### config.mk
export PLATFORM = sky130hd
export DESIGN_NAME = load_store_unit
export DESIGN_NICKNAME = d
export VERILOG_FILES = /design/src/rtl/riscv_pkg.sv /design/src/rtl/lsu_align.sv /design/src/rtl/load_store_unit.sv
export SDC_FILE = /design/constraint.sdc
export NUM_CORES = 1
export LEC_CHECK = 0
export ABC_AREA = 1
export CAP_MARGIN = 20
export CORE_MARGIN = 8
export CORE_UTILIZATION = 40
export CTS_CLUSTER_SIZE = 30
export DETAILED_ROUTE_END_ITERATION = 16
export GPL_TIMING_DRIVEN = 0
export PLACE_DENSITY = 0.78
export SETUP_SLACK_MARGIN = 0.05
export SYNTH_ARGS = -nofsm -noshare
export SYNTH_HDL_FRONTEND = slang
export SYNTH_HIERARCHICAL = 1
export SYNTH_SLANG_ARGS = --single-unit
### constraint.sdc
create_clock -name clk -period 1.85 [get_ports clk]
set_input_delay 0.2775 -clock clk [delete_from_list [all_inputs] [get_ports clk]]
set_output_delay 0.2775 -clock clk [all_outputs]
set_load 0.005 [all_outputs]
### src/rtl/riscv_pkg.sv
// Shared decode constants and LSU state encoding.
package riscv_pkg;

  localparam logic [1:0] DS_BYTE = 2'b00;
  localparam logic [1:0] DS_HALF = 2'b01;
  localparam logic [1:0] DS_WORD = 2'b10;

  localparam logic EXT_SIGN = 1'b0;
  localparam logic EXT_ZERO = 1'b1;

  typedef enum logic [1:0] {
    IDLE = 2'b00,
    REQ  = 2'b01,
    RESP = 2'b10,
    DONE = 2'b11
  } lsu_state_e;

endpackage

### src/rtl/lsu_align.sv
// Byte-lane steering for stores and lane extract/extend for loads.
module lsu_align
  import riscv_pkg::*;
(
  input  logic [1:0]  st_size_i,
  input  logic [1:0]  st_addr_lo_i,
  input  logic [31:0] st_wdata_i,
  output logic [3:0]  st_be_o,
  output logic [31:0] st_wdata_o,
  input  logic [1:0]  ld_size_i,
  input  logic        ld_ext_i,
  input  logic [1:0]  ld_addr_lo_i,
  input  logic [31:0] ld_rdata_i,
  output logic [31:0] ld_data_o
);

  logic [31:0] lane;

  always_comb begin
    st_be_o    = 4'b1111;
    st_wdata_o = st_wdata_i;
    case (st_size_i)
      DS_BYTE: begin
        st_be_o    = 4'b0001 << st_addr_lo_i;
        st_wdata_o = {4{st_wdata_i[7:0]}};
      end
      DS_HALF: begin
        st_be_o    = 4'b0011 << {st_addr_lo_i[1], 1'b0};
        st_wdata_o = {2{st_wdata_i[15:0]}};
      end
      default: ;
    endcase
  end

  always_comb begin
    lane      = ld_rdata_i >> {ld_addr_lo_i, 3'b000};
    ld_data_o = lane;
    case (ld_size_i)
      DS_BYTE: ld_data_o = (ld_ext_i == EXT_ZERO) ? {24'h0, lane[7:0]}
                                                  : {{24{lane[7]}}, lane[7:0]};
      DS_HALF: ld_data_o = (ld_ext_i == EXT_ZERO) ? {16'h0, lane[15:0]}
                                                  : {{16{lane[15]}}, lane[15:0]};
      default: ;
    endcase
  end

endmodule

### src/rtl/load_store_unit.sv
// Multi-cycle load/store stage: one valid/ready bus transaction per access, with timeout.
module load_store_unit
  import riscv_pkg::*;
#(
  parameter int unsigned TIMEOUT = 16
) (
  input  logic        clk,
  input  logic        rst_n,
  input  logic        lsu_req,
  input  logic        mem_write,
  input  logic [1:0]  data_size,
  input  logic        extension_type,
  input  logic [31:0] addr,
  input  logic [31:0] wdata,
  output logic [31:0] rdata_out,
  output logic        stall,
  output logic        done,
  output logic        err,
  output logic        misaligned,
  output logic        bus_valid,
  input  logic        bus_ready,
  output logic        bus_we,
  output logic [31:0] bus_addr,
  output logic [3:0]  bus_be,
  output logic [31:0] bus_wdata,
  input  logic        bus_rvalid,
  input  logic [31:0] bus_rdata
);

  localparam int unsigned CW = $clog2(TIMEOUT) + 1;
  // Abort on the edge where the count would reach TIMEOUT-1, so done lands TIMEOUT-1 cycles after leaving IDLE.
  localparam logic [CW-1:0] TMO_LAST = CW'(TIMEOUT - 2);

  lsu_state_e  state_q;
  logic [CW-1:0] tmo_q;
  logic [1:0]  size_q, lo_q;
  logic        ext_q;
  logic        bus_valid_q, bus_we_q, done_q, err_q;
  logic [31:0] bus_addr_q, bus_wdata_q, rdata_q;
  logic [3:0]  bus_be_q;
  logic        size_bad;
  logic [3:0]  st_be;
  logic [31:0] st_wdata, ld_data;

  lsu_align u_align (
    .st_size_i    (data_size),
    .st_addr_lo_i (addr[1:0]),
    .st_wdata_i   (wdata),
    .st_be_o      (st_be),
    .st_wdata_o   (st_wdata),
    .ld_size_i    (size_q),
    .ld_ext_i     (ext_q),
    .ld_addr_lo_i (lo_q),
    .ld_rdata_i   (bus_rdata),
    .ld_data_o    (ld_data)
  );

  always_comb begin
    size_bad = 1'b1;
    case (data_size)
      DS_BYTE: size_bad = 1'b0;
      DS_HALF: size_bad = addr[0];
      DS_WORD: size_bad = |addr[1:0];
      default: size_bad = 1'b1;
    endcase
  end

  assign misaligned = lsu_req & size_bad;
  assign stall      = lsu_req & ~misaligned & (state_q != DONE);

  always_ff @(posedge clk or negedge rst_n) begin
    if (!rst_n) begin
      state_q     <= IDLE;
      tmo_q       <= '0;
      size_q      <= '0;
      lo_q        <= '0;
      ext_q       <= 1'b0;
      bus_valid_q <= 1'b0;
      bus_we_q    <= 1'b0;
      bus_addr_q  <= '0;
      bus_be_q    <= '0;
      bus_wdata_q <= '0;
      rdata_q     <= '0;
      done_q      <= 1'b0;
      err_q       <= 1'b0;
    end else begin
      done_q <= 1'b0;
      err_q  <= 1'b0;
      case (state_q)
        IDLE: begin
          if (lsu_req && !misaligned) begin
            size_q      <= data_size;
            lo_q        <= addr[1:0];
            ext_q       <= extension_type;
            bus_we_q    <= mem_write;
            bus_addr_q  <= {addr[31:2], 2'b00};
            bus_be_q    <= st_be;
            bus_wdata_q <= st_wdata;
            bus_valid_q <= 1'b1;
            tmo_q       <= '0;
            state_q     <= REQ;
          end
        end
        REQ, RESP: begin
          tmo_q <= tmo_q + CW'(1);
          if (tmo_q == TMO_LAST) begin
            bus_valid_q <= 1'b0;
            rdata_q     <= '0;
            done_q      <= 1'b1;
            err_q       <= 1'b1;
            state_q     <= DONE;
          end else if (state_q == REQ) begin
            if (bus_ready) begin
              bus_valid_q <= 1'b0;
              state_q     <= RESP;
            end
          end else if (bus_rvalid) begin
            rdata_q <= bus_we_q ? '0 : ld_data;
            done_q  <= 1'b1;
            state_q <= DONE;
          end
        end
        DONE:    state_q <= IDLE;
        default: state_q <= IDLE;
      endcase
    end
  end

  assign rdata_out = rdata_q;
  assign done      = done_q;
  assign err       = err_q;
  assign bus_valid = bus_valid_q;
  assign bus_we    = bus_we_q;
  assign bus_addr  = bus_addr_q;
  assign bus_be    = bus_be_q;
  assign bus_wdata = bus_wdata_q;

endmodule

; ---- Yosys cells after proc, flatten, opt, wreduce, memory -nomap -nowiden
; Index checks and enable logic that the tools add are counted.
; W data, S select, Z words.
[classes]
n_addsub = 1
eq_ne = 14
shift = 3
mux = 29
bitwise_logic = 4
reduce_logical = 14
[ops]
columns = cell, count
row1 = $mux W32, 6
row2 = $pmux W32 S2, 2
row3 = $shr A32 B5 Y32, 1
row4 = $mux W1, 10
row5 = $mux W2, 5
row6 = $pmux W5 S2, 1
row7 = $ne A4 B4 Y1 const B, 2
row8 = $pmux W4 S2, 1
row9 = $eq A2 B1 Y1 const B, 3
row10 = $eq A2 B2 Y1 const B, 3
row11 = $logic_not A2 Y1, 3
row12 = $ne A2 B2 Y1 const B, 3
row13 = $ne A3 B3 Y1 const B, 2
row14 = $pmux W2 S3, 1
row15 = $reduce_and A3 Y1, 2
row16 = $add A5 B1 Y5 const B, 1
row17 = $eq A5 B4 Y1 const B, 1
row18 = $mux W5, 1
row19 = $reduce_and A2 Y1, 2
row20 = $reduce_and A4 Y1, 1
row21 = $reduce_bool A2 Y1, 2
row22 = $reduce_or A2 Y1, 2
row23 = $shl A1 B2 Y4 const A, 1
row24 = $shl A2 B2 Y4 const A, 1
row25 = other kinds (6), 8
[totals]
regBits = 114
inputBits = 105
out_inout_bits = 106
elab_cells = 78

; ---- Longest topological paths before layout
[logic_depth]
ltp_word = 7
ltp_mapped = 11
ltp_nobuf = 10

; ---- By module
; Netlist, hierarchy kept.
[by_module_without_submodules]
columns = module, instances, cells_per_inst, area_each_um2, seq_area_each_um2
row1 = load_store_unit, 1, 533, 4864.7, 2852.7
row2 = lsu_align, 1, 243, 1248.7, 0.0

; ---- Least setup slack after synthesis
; Ideal clock, no wire load.
[synth_path]
path_type = register to register
from = register state_q[0]
to = register bus_valid_q (netlist: bus_valid)
setup_ns = 0.116
arrival_ns = 1.489
t_required_ns = 1.734
path_slack_ns = 0.245
stages_incl_launch_ff = 10
n_path_buf = 1
synth_period_minus_slack_ns = 1.605
cell_sequence = dfrtp_1 -> inv_1 -> ha_1 -> buf_2 -> inv_1 -> or2_2 -> nand2_2 -> nand2_1 -> nand2_1 -> nand2_1
[synth_via]
elab_chain_cells = 4
elab_cells_between_ends = 10
cone_classes = eq/ne (5) / mux (1) / reduce/logical (4)
[synth_rtl]
columns = item, line
row1 = "start, declared", load_store_unit.sv:34  ; lsu_state_e state_q;
row2 = "start signal, assigned", load_store_unit.sv:73  ; state_q <= IDLE;
row3 = "start signal, assigned", load_store_unit.sv:101  ; state_q <= REQ;
row4 = "start signal, assigned", load_store_unit.sv:111  ; state_q <= DONE;
row5 = $eq A2 B1 Y1 or $eq A2 B2 Y1 (tied branches), "load_store_unit.sv:89, load_store_unit.sv:112"
row6 = $reduce_or A2 Y1, load_store_unit.sv:89  ; case (state_q)
row7 = $ne A3 B3 Y1 (no line) or $reduce_bool A2 Y1 (tied branches), -
row8 = $reduce_and A4 Y1 (no line), -
row9 = "end signal, assigned", load_store_unit.sv:99  ; bus_valid_q <= 1'b1;
row10 = "end signal, assigned", load_store_unit.sv:107  ; bus_valid_q <= 1'b0;
row11 = "end signal, assigned", load_store_unit.sv:114  ; bus_valid_q <= 1'b0;
row12 = "end, declared", load_store_unit.sv:38  ; logic bus_valid_q, bus_we_q, done_q, err_q;
; Parallel ways exist; a longest one is shown, timed or not.
; A chain may end at the register's enable or synchronous reset.

; ---- Worst setup path after layout
[layout_path]
from = register state_q[0]
to = output stall
[layout_via]
elab_chain_cells = 2
[layout_rtl]
columns = item, line
row1 = $ne A2 B2 Y1, load_store_unit.sv:69  ; assign stall = lsu_req & ~misaligned & (state_q != DONE);
row2 = $and A1 B1 Y1, load_store_unit.sv:69
row3 = "end, declared", load_store_unit.sv:16  ; output logic stall,
; No other way between the ends.

==> metrics.md <==
| Metric | Value |
|---|---|
| Number of unique standard cell types used by synthesis | `30` |
| Mean cell area of the mapped netlist | `7.88 µm²` |
| Synth Area in Simple Gates | `23.0%` |
| Vias in the first global route | `6109` |
| Seq/Total Area, Yosys | `46.7%` |
| Endpoint arrival time on the critical path | `1.49 ns` |
| Total routed wirelength | `19.5 mm` |
| Leakage Power | `0.00455 µW` |
| Count of H-tree levels built during CTS | `4` |
| Required time of the critical path | `1.57 ns` |
| Total power per unit cell area | `1660 mW/mm²` |
| Synth Area in Compound Gates | `16.0%` |
| Portion of the clock cycle consumed by the worst path in the final layout | `95.3%` |
| Adder and majority gate portion of the synthesized area | `1.23%` |
| Main combinational cell family by area after synthesis | `simple AND/OR/NAND/NOR gates` |
| CTS Root Buffer Type | `sky130_fd_sc_hd__clkbuf_16` |
| Maximum fanout encountered on the critical timing path | `3` |
| Register bit total from synthesis | `114` |
| Growth of design area from synthesis to finish | `49.8%` |
| Peak supply drop | `0.000764 V` |
| Number of antenna violations at the first check in global routing | `1` |
| Kind of capture point of the worst setup path | `primary output` |
| Worst hold slack across all endpoints | `0.285 ns` |
| Nature of the critical path startpoint | `flop` |
| Maximum number of pins on one net before global-route repair | `94` |
| Max Cap Violations | `0` |
| Status | `finished, final reports clean` |
| CP Class | `reg2out` |
| Terminus of the critical flop-to-flop path | `bus_valid` |
| Min Clock Period, post-route | `1.76 ns` |
| Slew at the pin closest to its max-slew limit | `0.501 ns` |
| Detailed placer's ending HPWL | `14.8 mm` |
| Placed Instance Area | `0.00846 mm²` |
| Clock sink count | `114` |
| Number of CTS-inserted buffers | `17` |
| Antenna-violating nets left | `0` |
| Core area | `0.0151 mm²` |
| First-pass GRT wire length | `31.5 mm` |
| Die Span X | `140 µm` |
| Total via count in the routed design | `5904` |
| Number of design-rule violations left by the first detailed-router iteration | `302` |
| Clock tree from TritonCTS | `yes` |
| Routed via count divided by cell count | `4.88` |
| R2R Setup Slk | `0.12 ns` |
| Total grt overflow | `0` |
| Antenna Diode Count | `0` |
| Leading cell types in the layout, fill and taps excluded | `sky130_fd_sc_hd__nand2_1, sky130_fd_sc_hd__clkdlybuf4s50_1, sky130_fd_sc_hd__dfrtp_1` |
| Max-slew headroom at the worst pin | `66.6%` |
| Number of max-slew violations in the final report | `0` |
| Final TNS setup | `0 ns` |
| Post-detailed-route DRC marker count | `0` |
| Gate count of the mapped netlist | `776` |
| GP Congestion | `0.924` |
| Worst Skew | `0.0106 ns` |
| 1st-pass router iterations | `6` |
| Clock slew at reported path FFs | `0.06 ns` |
| Yosys synthesis warning count | `6` |
| DIE AREA | `0.0195 mm²` |
| Buffers added on ports | `208` |
| Netlist area before placement | `0.00611 mm²` |
| Share of cells above drive strength 1 | `14.2%` |
| WL per Instance | `16.1 µm` |
| Post-synthesis mux area share | `0%` |
| Xor/xnor cell area share of the yosys netlist | `0.430%` |
| Origin of the critical flop-to-flop path | `state_q[1]` |
| Placement row count | `45` |
| Gr usage total | `20.3%` |
| Highest clock rate | `567 MHz` |
| Final core utilization | `60.7%` |
| RSZ-0062 raised after global routing | `true` |
| Starting density of the core | `40.5%` |
| Final hold violations | `0` |
| Skew-Pair Late Insertion Delay | `0.41 ns` |
| Total Power Consumption | `15200 µW` |
| Die Ht | `140 µm` |
| Depth of the worst register-to-register path | `9` |
| Fin area | `0.00916 mm²` |
| # nets final | `1121` |
| Hold crit path type | `in2async` |
| IO Pins | `211` |
| Final count of negative-setup-slack endpoints | `0` |
| Maximum count of clock buffers along a single path | `2` |
| Most common library cell in the layout ignoring fill and taps | `sky130_fd_sc_hd__nand2_1` |
==> worst max-delay path, stage by stage, from the launching register on <==
cell	delay, ns
sky130_fd_sc_hd__dfrtp_1	0.38
sky130_fd_sc_hd__buf_4	0.15
sky130_fd_sc_hd__ha_1	0.20
sky130_fd_sc_hd__nor2_1	0.11
sky130_fd_sc_hd__dlygate4sd2_1	0.25
==> per-stage QoR <==
stage	instances	worst slack, ns
final	1210	0.0862
after global routing	1210	0.0377
after CTS	1208	0.0871
after detailed placement	1174	-0.350
after global placement	1173	-4.00
after floorplan	777	0.245
==> how the worst max path moves through the flow <==
| stage | to | from | cells past startpoint |
|---|---|---|---|
| after CTS | bus_valid | state_q[0] | 9 |
| after global routing | stall | state_q[0] | 4 |
| after global placement | bus_addr[12] | rst_n | 1 |
| after detailed placement | stall | data_size[0] | 7 |
| final | stall | state_q[0] | 4 |
| after floorplan | bus_valid | state_q[0] | 9 |
==> power breakdown <==
| group | total [µW] | switching [µW] | internal [µW] | leakage, µW |
|---|---|---|---|---|
| logic | 7260 | 3650 | 3610 | 0.00278 |
| registers | 4270 | 666 | 3600 | 0.00145 |
| clock network | 3620 | 1200 | 2420 | 0.000317 |
| total | 15200 | 5520 | 9630 | 0.00455 |
==> final cells by class <==
cell class	instances	area, µm²
Tap cell	188	235
Buffer	54	372
Fill cell	1332	5930
Inverter	105	402
Clock buffer	18	439
Multi-Input combinational cell	504	2500
Sequential cell	114	2850
Timing Repair Buffer	214	2150
Clock inverter	13	208
==> layer usage <==
metal / vias up / GRT usage, % / share of wire (%)
met4: 2 / 5.31 / 1.3
met1: 2713 / 22.7 / 40
met5: - / 0 / 0.067
met2: 241 / 34.2 / 47
li1: 2920 / - / -
met3: 28 / 9.68 / 11
==> registers in the layout (all words and copies together) (netlist names), 2 cells and up <==
| register | count |
|---|---|
| bus_addr | 30 |
| state_q | 2 |
| tmo_q | 5 |
| rdata_out | 32 |
| bus_wdata | 32 |
| size_q | 2 |
| lo_q | 2 |
| bus_be | 4 |
==> Yosys cell counts <==
master                     instances  area (µm²)
sky130_fd_sc_hd__conb_1            1        3.75
sky130_fd_sc_hd__o21ai_2          24         210
sky130_fd_sc_hd__nand3_1          40         200
sky130_fd_sc_hd__nor2_1           17        63.8
sky130_fd_sc_hd__buf_6            12         135
sky130_fd_sc_hd__xor2_1            3        26.3
sky130_fd_sc_hd__and2_1            1        6.26
sky130_fd_sc_hd__buf_4            11        82.6
sky130_fd_sc_hd__buf_2            27         135
sky130_fd_sc_hd__a22oi_1           7        52.6
sky130_fd_sc_hd__clkbuf_1          3        11.3
sky130_fd_sc_hd__ha_1              6        75.1
sky130_fd_sc_hd__o211ai_1         21         158
sky130_fd_sc_hd__clkbuf_2          1        5.00
sky130_fd_sc_hd__nor2_2            2        12.5
sky130_fd_sc_hd__nand2_2          16         100
sky130_fd_sc_hd__nand3_2           4        40.0
sky130_fd_sc_hd__a21oi_1           8        40.0
sky130_fd_sc_hd__inv_2             3        11.3
sky130_fd_sc_hd__a21oi_2           1        8.76
sky130_fd_sc_hd__nand2_1         245         920
sky130_fd_sc_hd__dfrtp_1         114        2850
sky130_fd_sc_hd__nand4_4           1        21.3
sky130_fd_sc_hd__or2_2             2        12.5
sky130_fd_sc_hd__nor2_4            1        11.3
sky130_fd_sc_hd__nand3_4           1        17.5
sky130_fd_sc_hd__inv_1           101         379
sky130_fd_sc_hd__inv_8             1        11.3
sky130_fd_sc_hd__o21ai_1          20         100
sky130_fd_sc_hd__o21ai_0          82         410
==> logic make-up after synthesis <==
logic type | count (synthesis)
other | 1
buffers and inverters | 159
AND/OR/NAND/NOR | 330
AO/OA/AOI/OAI | 163
XOR/XNOR | 3
flip-flops | 114
adder cells (fa/ha/maj) | 6
==> repair_timing <==
item / CTS / global route
hold buffers: 1 / 0
hold endpoints to repair: 21 / 0
endpoints found under the setup margin: 3 / 33
buffers inserted: 2 / 2
resized for setup: 5 / 2
(Power assumes the default switching activity.)
